<file path="src/rtl/alu_cmd_sequencer.sv">
// alu_cmd_sequencer: queues ALU commands in a small FIFO, presents each one
// to the combinational ALU from registers, captures the result and flags one
// cycle later and holds them on a valid/ready response channel.
module alu_cmd_sequencer #(
  parameter int W     = 4,
  parameter int DEPTH = 4
) (
  input  logic         clk,
  input  logic         rst,
  input  logic         cmd_valid,
  output logic         cmd_ready,
  input  logic [2:0]   cmd_op,
  input  logic [W-1:0] cmd_a,
  input  logic [W-1:0] cmd_b,
  output logic [W-1:0] alu_a,
  output logic [W-1:0] alu_b,
  output logic [2:0]   alu_ch,
  input  logic [W-1:0] alu_f,
  input  logic         alu_zero,
  input  logic         alu_over,
  input  logic         alu_cout,
  input  logic         alu_less,
  output logic         rsp_valid,
  input  logic         rsp_ready,
  output logic [W-1:0] rsp_f,
  output logic [3:0]   rsp_flags,
  output logic         busy,
  output logic [7:0]   op_count
);

  localparam int AW = $clog2(DEPTH);
  localparam int CW = AW + 1;
  localparam logic [CW-1:0] FULL_COUNT = CW'(DEPTH);

  typedef enum logic [1:0] {
    IDLE  = 2'd0,
    ISSUE = 2'd1,
    WAIT  = 2'd2
  } state_t;

  state_t state;
  state_t state_next;

  logic [2:0]   op_mem [DEPTH];
  logic [W-1:0] a_mem  [DEPTH];
  logic [W-1:0] b_mem  [DEPTH];

  logic [AW-1:0] wr_ptr;
  logic [AW-1:0] rd_ptr;
  logic [CW-1:0] count;

  logic push;
  logic pop;
  logic capture;
  logic handshake;
  logic fifo_empty;

  // Full/empty come only from the registered count, so a pop in the same
  // cycle never frees a slot for a push into a full FIFO.
  assign fifo_empty = (count == '0);
  assign cmd_ready  = (count != FULL_COUNT);
  assign push       = cmd_valid && cmd_ready;
  assign busy       = !fifo_empty || (state != IDLE);

  // Command storage; contents need no reset because the pointers gate reads.
  always_ff @(posedge clk) begin
    if (push) begin
      op_mem[wr_ptr] <= cmd_op;
      a_mem[wr_ptr]  <= cmd_a;
      b_mem[wr_ptr]  <= cmd_b;
    end
  end

  // FIFO pointers and occupancy; pointers wrap naturally at DEPTH.
  always_ff @(posedge clk or posedge rst) begin
    if (rst) begin
      wr_ptr <= '0;
      rd_ptr <= '0;
      count  <= '0;
    end else begin
      if (push) begin
        wr_ptr <= wr_ptr + AW'(1);
      end
      if (pop) begin
        rd_ptr <= rd_ptr + AW'(1);
      end
      unique case ({push, pop})
        2'b10:   count <= count + CW'(1);
        2'b01:   count <= count - CW'(1);
        default: count <= count;
      endcase
    end
  end

  // Sequencer state register.
  always_ff @(posedge clk or posedge rst) begin
    if (rst) begin
      state <= IDLE;
    end else begin
      state <= state_next;
    end
  end

  // Next-state logic: load from the FIFO head, let the ALU settle, then hold
  // the response until the consumer takes it.
  always_comb begin
    state_next = state;
    pop        = 1'b0;
    capture    = 1'b0;
    handshake  = 1'b0;
    unique case (state)
      IDLE: begin
        if (!fifo_empty) begin
          pop        = 1'b1;
          state_next = ISSUE;
        end
      end
      ISSUE: begin
        capture    = 1'b1;
        state_next = WAIT;
      end
      WAIT: begin
        if (rsp_ready) begin
          handshake = 1'b1;
          if (!fifo_empty) begin
            pop        = 1'b1;
            state_next = ISSUE;
          end else begin
            state_next = IDLE;
          end
        end
      end
      default: begin
        state_next = IDLE;
      end
    endcase
  end

  // ALU operand/select registers change only when a command is popped.
  always_ff @(posedge clk or posedge rst) begin
    if (rst) begin
      alu_a  <= '0;
      alu_b  <= '0;
      alu_ch <= '0;
    end else if (pop) begin
      alu_a  <= a_mem[rd_ptr];
      alu_b  <= b_mem[rd_ptr];
      alu_ch <= op_mem[rd_ptr];
    end
  end

  // Response register: captured one cycle after load, held until accepted.
  always_ff @(posedge clk or posedge rst) begin
    if (rst) begin
      rsp_valid <= 1'b0;
      rsp_f     <= '0;
      rsp_flags <= '0;
    end else if (capture) begin
      rsp_valid <= 1'b1;
      rsp_f     <= alu_f;
      rsp_flags <= {alu_less, alu_cout, alu_over, alu_zero};
    end else if (handshake) begin
      rsp_valid <= 1'b0;
    end
  end

  // Completed-response counter, sticking at its maximum value.
  always_ff @(posedge clk or posedge rst) begin
    if (rst) begin
      op_count <= '0;
    end else if (handshake && (op_count != 8'hFF)) begin
      op_count <= op_count + 8'd1;
    end
  end

endmodule

</file>
<file path="config.mk">
export PLATFORM = sky130hd
export DESIGN_NAME = alu_cmd_sequencer
export DESIGN_NICKNAME = d
export VERILOG_FILES = /design/src/rtl/alu_cmd_sequencer.sv
export SDC_FILE = /design/constraint.sdc
export NUM_CORES = 1
export LEC_CHECK = 0
export BUFFER_PORTS_ARGS = -buffer_cell sky130_fd_sc_hd__buf_2
export CELL_PAD_IN_SITES_DETAIL_PLACEMENT = 2
export CELL_PAD_IN_SITES_GLOBAL_PLACEMENT = 2
export CORE_ASPECT_RATIO = 1.4
export CORE_MARGIN = 1.5
export CORE_UTILIZATION = 37
export DETAILED_ROUTE_END_ITERATION = 16
export PLACE_DENSITY_LB_ADDON = 0.1
export SLEW_MARGIN = 20
export SYNTH_ARGS = -nofsm -noshare
export SYNTH_HDL_FRONTEND = slang
export SYNTH_SLANG_ARGS = --single-unit
</file>
<file path="constraint.sdc">
create_clock -name clk -period 2 [get_ports clk]
set_input_delay 0.3 -clock clk [delete_from_list [all_inputs] [get_ports clk]]
set_output_delay 0.3 -clock clk [all_outputs]
set_load 0.005 [all_outputs]
</file>
==> flow_metrics.tcl <==
set metrics [dict create \
    rsz0062_at_grt "yes" \
    initial_core_util 0.3847 \
    crit_chain "or3b_4 > and2_4 > inv_4 > ha_4 > inv_2 > fa_2 > xor2_1 > nor2_1 > xor2_1" \
    start_kind "register" \
    syn_inst 181 \
    finalSetupViolCount 1 \
    startpoint "count[0]" \
    switching_share 0.2955 \
    finalCritPeriodShare 1.056 \
    place_area_um2 3814 \
    cts_tree "done" \
    numPortBuffers 52 \
    syn_area_um2 3331 \
    drt-total-wl_um 7044 \
    clk_pin_slew_worst_paths_ns 0.06 \
    yosysTopAreaCell "edfxtp_1" \
    synth-async-reset-ratio 0.4568 \
    worstSetupPathType "reg2reg" \
    grt.total_usage 0.1643 \
    power.internal_w 0.004940 \
    cp_slowest_cell "or3b_4" \
    dp_cells 349 \
    timing.rr.start "count[0]" \
    ff2ff_path_depth 9 \
    cts.path.max_buffers 2 \
    crit_family "simple AND/OR/NAND/NOR gates" \
    required_ns 2.25 \
    grt_max_degree 38 \
    violations "negative setup slack" \
    worstPathMaxFanout 2 \
    period_minus_slack_ns 2.112 \
    grt_pass1_vias 2176 \
    drtIter0Drc 57 \
    drive_gt1_frac 0.4755 \
    synth-seq-area-share 0.6747 \
    grt-ovfl-total 0 \
    syn-num-nets 211 \
    power_w 0.007012 \
    status "complete, but fails checks" \
    synth.top_cell.area_share 0.3967 \
    cpMostUsedCell "xor2_1" \
    cap_violations 0 \
    setup_ws_ns -0.1119 \
    tns_ns -0.1119 \
    power.density_nw_per_um2 1671 \
    die_area_um2 9588 \
    vias_per_cell 4.932 \
    crit_buf_inv 2 \
    final_hold_viol_count 0 \
    timing.final.max_slew_violations 0 \
    synth.most_common_cell "edfxtp_1" \
    core_region_area_um2 8658 \
    yosys_most_used_dff "edfxtp_1" \
    r2r_slack_ns -0.11 \
    min_path_type "in2async" \
    synth_top_cells_by_area "edfxtp_1 (40%), dfrtp_1 (28%), mux4_2 (6.1%)" \
    vias 1825 \
    hpwl_um 4937 \
    path_depth 9 \
    cts.sinks 81 \
    crit_end "count[2]" \
    slew_headroom 0.5864 \
    ys_ff_latch 81 \
    dp_worst_setup_slack_ns -0.1190 \
    firstDrtPassIters 3 \
    cts_buffers 9 \
    antenna_found_initial 0 \
    avgSynthCellArea_um2 18.40 \
    max_stage_delay_ns 0.40 \
    die_x_um 83.19 \
    vdd_drop_max_uv 734.3 \
    rr_endpoint "count[2]" \
    clock_latency_ns 0.33 \
    endpoint_kind "register" \
    root_buffer "clkbuf_16" \
    max_freq_mhz 473.5 \
    gp_congestion 0.7218 \
    p_clk_frac 0.263 \
    final_area_um2 4197 \
    tightest_slew_ns 0.6203 \
    p_leak_nw 1.771 \
    diodes 0 \
    routedWlPerCell_um 19.04 \
    power_frac_seq 0.382 \
    yosys_warnings 0 \
    grt_pass1_wl_um 11540 \
    drc 0 \
    worstPathArrival_ns 2.36 \
    switchingPower_w 0.002072 \
    final_antenna_net_count 0 \
    nNetsFinal 290 \
    synth_edf_count 44 \
    instances_no_fill 370 \
    h-tree-depth 3 \
    yosysUniqueCellTypes 40 \
    area_delta_synth_final_pct 26.00 \
    synthTopCellsByCount "edfxtp_1 (44), dfrtp_1 (37), inv_1 (9), mux2_4 (9), mux4_2 (9)" \
    fp.dieH_um 115.3 \
    combPwrFrac 0.355 \
    postCtsHoldBufs 0 \
    row_count 40 \
    fin_skew_ns 0.004273 \
    ios 53 \
]
## worst reg2reg max path, cell delays in order (launching register included)
cell	delay, ns
dfrtp_1	0.38
or3b_4	0.40
and2_4	0.16
inv_4	0.06
ha_4	0.14
inv_2	0.04
fa_2	0.33
xor2_1	0.18
nor2_1	0.15
xor2_1	0.19
## metal layers
metal	routed length [µm]	up-vias	global-route usage
met5	0	-	0
li1	-	837	-
met1	2512	935	0.1683
met4	170	0	0.09000
met3	223	11	0.02441
met2	4137	42	0.3192
## worst min path at each step
| stage | from | end | slack (ns) | depth (start not counted) |
|---|---|---|---|---|
| global route | rst | rsp_f[0] | 0.13 | 3 |
| detailed placement | rst | rsp_f[3] | 0.46 | 3 |
| finish | rst | rsp_f[0] | 0.08 | 3 |
| global placement | rst | rsp_f[3] | 0.43 | 3 |
| CTS | rst | rsp_f[3] | 0.1 | 3 |
| floorplan | cmd_a[0] | a_mem[0][0] | 0.40 | 0 |
## placed cells by master, fill, tap and decap left out, types with 3 or more instances in the layout
cell,instances
clkbuf_16,9
xnor2_1,3
bufinv_16,3
xor2_1,7
buf_2,52
nand2_1,3
mux2_4,9
and3_1,4
mux4_2,9
inv_1,7
ha_1,5
mux2_2,7
dfrtp_1,37
buf_4,21
edfxtp_1,44
mux2_1,6
## repair_timing
item | in CTS | in global routing
buffers inserted | 5 | 0
pin swaps | 5 | 1
gates resized for setup | 2 | 0
endpoints found under the setup margin | 1 | 1
## kinds of logic after synthesis
logic type | synth area share
flops | 0.6747
mux | 0.1672
simple gates | 0.06499
buf+inv | 0.02329
xor+xnor | 0.02630
fa+ha+maj | 0.02855
compound gates | 0.01503
## layout make-up
cell class / count / area (µm²)
multi-input cells: 86 / 1027
repair buffers: 73 / 417.9
fillers: 823 / 4462
flip-flops and latches: 81 / 2247
inverters: 9 / 36.28
well taps: 105 / 131.4
clock buffers: 11 / 232.7
clock inverters: 5 / 103.9
## sequential cells by signal, summed over array words and instances, names as in the netlist
register,count
a_mem,16
alu_b,4
rsp_f,4
op_count,8
alu_a,4
b_mem,16
rsp_flags,4
op_mem,12
rd_ptr,2
wr_ptr,2
rsp_valid,1
count,3
alu_ch,3
state,2
## power groups by stage
stage	clock [W]	sequential [W]	combinational, W
2_1_floorplan	0	0.00267	0.00155
3_3_place_gp	0	0.00266	0.00228
3_5_place_dp	0	0.00273	0.00244
4_1_cts	0.00189	0.00270	0.00256
5_1_grt	0.00194	0.00276	0.00273
6_report	0.00185	0.00268	0.00249
## through the flow
| stage | hold slack [ns] | util |
|---|---|---|
| 3_3_place_gp | 0.4350 | 0.4405 |
| 3_5_place_dp | 0.4606 | 0.4405 |
| 4_1_cts | 0.09664 | 0.4847 |
| 6_report | 0.07652 | 0.4847 |
| 5_1_grt | 0.1277 | 0.4847 |
| 2_1_floorplan | 0.3989 | - |
No activity file was read; power rests on OpenSTA's default activity.
